## config.mk

```make
export PLATFORM = sky130hd
export DESIGN_NAME = fetch_unit
export DESIGN_NICKNAME = d
export VERILOG_FILES = /design/src/rtl/fetch_unit.sv
export SDC_FILE = /design/constraint.sdc
export NUM_CORES = 1
export LEC_CHECK = 0
export CORE_ASPECT_RATIO = 2
export CORE_MARGIN = 2
export CORE_UTILIZATION = 36
export CTS_CLUSTER_SIZE = 28
export DETAILED_ROUTE_END_ITERATION = 6
export PLACE_DENSITY = 0.8
export SLEW_MARGIN = 20
export SYNTH_ARGS = -nofsm -noshare
export SYNTH_HDL_FRONTEND = slang
export SYNTH_SLANG_ARGS = --single-unit
export TNS_END_PERCENT = 10
```

## constraint.sdc

```tcl
create_clock -name clk_fetch -period 1.4 [get_ports clk_fetch]
set_clock_uncertainty 0.1 [all_clocks]
set_input_delay 0.21 -clock clk_fetch [delete_from_list [all_inputs] [get_ports clk_fetch]]
set_output_delay 0.21 -clock clk_fetch [all_outputs]
set_load 0.01 [all_outputs]
```

## src/rtl/fetch_unit.sv

```systemverilog
// Instruction fetch sequencer: reads 1- or 2-byte instructions over req/ack, drives PC load strobes.
// Registered outputs except mem_addr (pass-through of addr_PC); decoder backpressure holds the instruction in HOLD.
module fetch_unit #(
  parameter int DATA_W = 8,
  parameter int ADDR_W = 8
) (
  input  logic              clk_fetch,
  input  logic              rst_fetch,
  input  logic [ADDR_W-1:0] addr_PC,
  output logic              write_pc,
  output logic              PC_sel,
  output logic [ADDR_W-1:0] cBusData,
  output logic              mem_req,
  output logic [ADDR_W-1:0] mem_addr,
  input  logic              mem_ack,
  input  logic [DATA_W-1:0] mem_rdata,
  input  logic              flush,
  input  logic [ADDR_W-1:0] flush_target,
  output logic              ir_valid,
  input  logic              ir_ready,
  output logic [DATA_W-1:0] ir_opcode,
  output logic [DATA_W-1:0] ir_operand
);

  typedef enum logic [2:0] {
    IDLE, REQ_OP, INC_OP, REQ_OPR, INC_OPR, HOLD, DRAIN, JUMP
  } state_t;

  state_t              state_q, state_d;
  logic [DATA_W-1:0]   opcode_q, opcode_d;
  logic [DATA_W-1:0]   operand_q, operand_d;
  logic [ADDR_W-1:0]   target_q, target_d;
  logic                write_pc_q, pc_sel_q, mem_req_q, ir_valid_q;

  always_comb begin
    state_d   = state_q;
    opcode_d  = opcode_q;
    operand_d = operand_q;
    target_d  = target_q;
    if (flush) target_d = flush_target;

    unique case (state_q)
      IDLE:    state_d = flush ? JUMP : REQ_OP;
      REQ_OP: begin
        // A flush with a same-cycle ack drops the returned byte
        if (flush)        state_d = mem_ack ? JUMP : DRAIN;
        else if (mem_ack) begin
          opcode_d = mem_rdata;
          state_d  = INC_OP;
        end
      end
      INC_OP: begin
        if (flush)            state_d = JUMP;
        else if (opcode_q[7]) state_d = REQ_OPR;
        else begin
          operand_d = '0;
          state_d   = HOLD;
        end
      end
      REQ_OPR: begin
        if (flush)        state_d = mem_ack ? JUMP : DRAIN;
        else if (mem_ack) begin
          operand_d = mem_rdata;
          state_d   = INC_OPR;
        end
      end
      INC_OPR: state_d = flush ? JUMP : HOLD;
      HOLD: begin
        if (flush)         state_d = JUMP;
        else if (ir_ready) state_d = REQ_OP;
      end
      DRAIN:   state_d = mem_ack ? JUMP : DRAIN;
      JUMP:    state_d = flush ? JUMP : REQ_OP;
      default: state_d = IDLE;
    endcase
  end

  // Outputs are decoded from the next state so they change together with the state flops
  always_ff @(posedge clk_fetch) begin
    if (rst_fetch) begin
      state_q    <= IDLE;
      opcode_q   <= '0;
      operand_q  <= '0;
      target_q   <= '0;
      write_pc_q <= 1'b0;
      pc_sel_q   <= 1'b0;
      mem_req_q  <= 1'b0;
      ir_valid_q <= 1'b0;
    end else begin
      state_q    <= state_d;
      opcode_q   <= opcode_d;
      operand_q  <= operand_d;
      target_q   <= target_d;
      write_pc_q <= (state_d == INC_OP) || (state_d == INC_OPR) || (state_d == JUMP);
      pc_sel_q   <= (state_d == JUMP);
      mem_req_q  <= (state_d == REQ_OP) || (state_d == REQ_OPR) || (state_d == DRAIN);
      ir_valid_q <= (state_d == HOLD);
    end
  end

  assign write_pc   = write_pc_q;
  assign PC_sel     = pc_sel_q;
  assign cBusData   = target_q;
  assign mem_req    = mem_req_q;
  assign mem_addr   = addr_PC;
  assign ir_valid   = ir_valid_q;
  assign ir_opcode  = opcode_q;
  assign ir_operand = operand_q;

endmodule

```

==> results summary <==
When the netlist entered floorplanning its net count stood at between 150 and 200. The largest vdd supply drop came out at about 0.0011 V. The number of antenna repair diodes came out at 0.

The placed cell area came out at about 0.0019 mm^2. The remaining max-slew budget at the tightest pin is a little over two thirds. The number of nets in the layout is 235. After detailed routing, the number of remaining DRC violations is 0. The fraction of final layout cells sized beyond drive strength 1 came out at between 20% and 30%.

The maximum buffer depth of the clock tree is 2. The largest net degree at the start of global routing is 15. The overflow left after global routing came out at 0. The area of the mapped netlist is 0.00133 mm^2. The clock buffer count from CTS came out at 5. The data required time at the worst endpoint is around 1.5 ns. The congestion estimate from routability-driven global placement came to approximately 0.93.

The static leakage power came out at 0.917 nW. The post-route standard cell area excluding fillers is approximately 0.0021 mm^2. The slack of the critical path came out at -0.0574 ns. The hold-critical path depth came out at 0.

The final worst-path cycle share is 104%. The sequential area share after synthesis is 46.6%. The floorplan has 31 rows. Data arrives at the worst endpoint at 1.57 ns. The max-slew violation total from the final report was 0. The number of H-tree levels came out at 2. At the pin with the least slew margin, the transition time is between 0.4 and 0.5 ns. The final count of hold timing violations came out at 0.

The share of the synthesized area in the top cell type came out at between 40% and 50%. The flow ran to the end, but the final reports show violations. The final HPWL from detailed placement came out at 2630 um. The number of nets with antenna violations after detailed routing is 0. Summed over all instances, the cell type with the most area after synthesis is dfxtp_1. The worst setup slack before clock tree synthesis is -0.282 ns. Measured in cells, the most critical reg-to-reg path has a length of 5. The horizontal extent of the die is 47 um. Synthesis handed over a netlist of around 150 instances. The critical path in this run is classified as flip-flop to flip-flop. The register bit count reported by yosys is 31. The number of enable-type register cells in the synthesized netlist is 0.

The maximum cell stage delay along the critical path came out at between 0.3 and 0.4 ns. The clock reaches the later pin of the worst-skew pair after between 0.2 and 0.3 ns. The initial core utilization came out at a little under two fifths.

Port buffering added between 40 and 50 buffers. On the critical path, the stage with the largest delay is an instance of dfxtp_4. The via total after detailed routing is roughly 1300. After detailed routing, the number of vias per cell comes to between 4 and 5. dfxtp_1 is the most common cell in the netlist. The utilization after layout is between 50% and 60%. The unique cell type count in the Yosys netlist came out at 29. Max-cap violations in this run came to 0. The number of primary I/O pins is between 60 and 70. By area the synthesized netlist is led by dfxtp_1 47%, a21oi_1 7.5%, mux2i_1 6.0%. The average instance in the mapped netlist occupies ~8.7 um^2. The area of the core came out at 0.00357 mm^2. The chip height came out at 90 um. Setup violations remaining at the end of the flow were counted as 9.

TritonCTS built the clock tree. The maximum clock frequency is between 600 and 700 MHz. The proportion of register bits with asynchronous set or reset after synthesis came out at 0%.

The fill cell instance count of the final layout is 351. The die covers ~0.0042 mm^2. After clock tree synthesis, the clock-pin slew on the worst setup and hold paths is 0.07 ns. In this run the worst hold path is classified as input pin to output pin.

The areal power density over the cells came out at roughly 1100 mW/mm^2. In this run, the number of DRC markers left after iteration 0 of detailed routing was 29. For this block, the routed nets add up to 3800 um of wire. The initial antenna violation count came out at 0.

The routed length per placed instance came out at 14.8 um. The setup TNS came out at -0.249 ns. The via count of the first global-routing pass came out at between 1000 and 1500. The area added between synthesis and finish came out at 54.4%. The signal on the critical path passes through buf_12, nor4b_4, buf_6, nand3_1, a21oi_2. For this run, the detailed router's first-pass iteration total came to 4. The first-pass GRT wire length came out at 5640 um. Subtracting the final worst setup slack from the clock period gives 1.46 ns. In the synthesized netlist the dominant register cell turns out to be dfxtp_1. The worst setup path is captured at a flip-flop. The count of synthesis-stage warnings from yosys is 0. Global routing used 18.5% of the available tracks across all layers. The clock sink count is 31. Setup repair after global routing could not meet its margin everywhere. Of all nets on the critical path, the largest fanout is 5. The worst setup path is launched from a flip-flop. The commonest cells after synthesis are 31 x dfxtp_1, 20 x a21oi_1, 20 x nand2_1. The final reports fail on setup timing. In this run the clock root is driven by a clkbuf_8.
registers in the layout, indices dropped and copies added (netlist names):
register	cells
write_pc	1
cBusData	8
state_q	3
ir_opcode	8
PC_sel	1
ir_valid	1
mem_req	1
ir_operand	8
worst paths after layout:
kind / from / to / slack (ns)
setup reg to reg: state_q[1] / ir_opcode[3] / -0.06
hold / removal: addr_PC[0] / mem_addr[0] / 0.32
hold reg to reg: ir_operand[2] / ir_operand[2] / 0.36
setup / recovery: state_q[1] / ir_opcode[3] / -0.06
area by class of cell:
cell class / count / area (um^2) / share of cell area (%)
multi-input cells: 101 / 638 / 31.0
flip-flops and latches: 31 / 627 / 30.5
repair buffers: 65 / 604 / 29.4
clock buffers: 6 / 82.6 / 4.02
well taps: 49 / 61.3 / 2.98
clock inverters: 2 / 35.0 / 1.70
inverters: 2 / 7.51 / 0.365
per-layer routing:
metal | GRT usage (%) | vias up | part of all wire (%)
met4 | 9.95 | 0 | 2.3
li1 | - | 615 | -
met5 | 0 | - | 0
met2 | 31.2 | 36 | 59
met3 | 3.61 | 9 | 3.8
met1 | 20.0 | 605 | 35
per-stage QoR:
stage,hold slack [ns],power (W),instances
6_report,0.320,0.00223,256
5_1_grt,0.320,0.00232,256
4_1_cts,0.320,0.00221,253
3_5_place_dp,0.320,0.00132,245
3_3_place_gp,0.320,0.00131,245
2_1_floorplan,0.257,0.00115,153
critical path: cells and delay by family (launching register included):
kind | cells | cell delay, ns
simple gates | 2 | 0.45
flops | 1 | 0.36
buf+inv | 2 | 0.31
compound gates | 1 | 0.15
cell families after synthesis:
logic type,share of synthesized area (%)
AND/OR/NAND/NOR,21.8
flip-flops,46.6
multiplexers,6.02
buffers and inverters,9.49
XOR/XNOR,1.32
AO/OA/AOI/OAI,14.8
where the power goes:
group / switching [W] / internal [W] / total [W] / leakage (nW)
sequential: 0.0000272 / 0.000922 / 0.000949 / 0.254
combinational: 0.000173 / 0.000191 / 0.000364 / 0.602
clock: 0.000339 / 0.000575 / 0.000915 / 0.0612
total: 0.000539 / 0.00169 / 0.00223 / 0.917
placed cells by master, fill, tap and decap left out, types with 2 or more instances in the layout:
cell type / synthesis / final
nand2_2: 0 / 4
nor2b_1: 2 / 2
o21ai_0: 2 / 2
mux2i_1: 8 / 8
nand2_1: 20 / 16
dfxtp_1: 31 / 28
xor2_1: 2 / 2
nor2_2: 0 / 2
dfxtp_2: 0 / 2
a21oi_1: 20 / 17
buf_12: 0 / 2
buf_4: 9 / 14
nor2_1: 13 / 11
dlygate4sd2_1: 0 / 28
clkbuf_8: 0 / 6
nand3_1: 16 / 16
a21o_1: 2 / 2
a21oi_2: 0 / 3
inv_1: 2 / 2
clkdlybuf4s50_1: 0 / 19
timing repair:
item,CTS,global route
hold buffers,0,0
cloned,0,1
buffers inserted,0,2
pin swaps,0,3
resized for setup,33,16
hold endpoints to repair,0,0
setup endpoints to repair,47,20
Note: power is estimated with default switching activity, not from simulation.
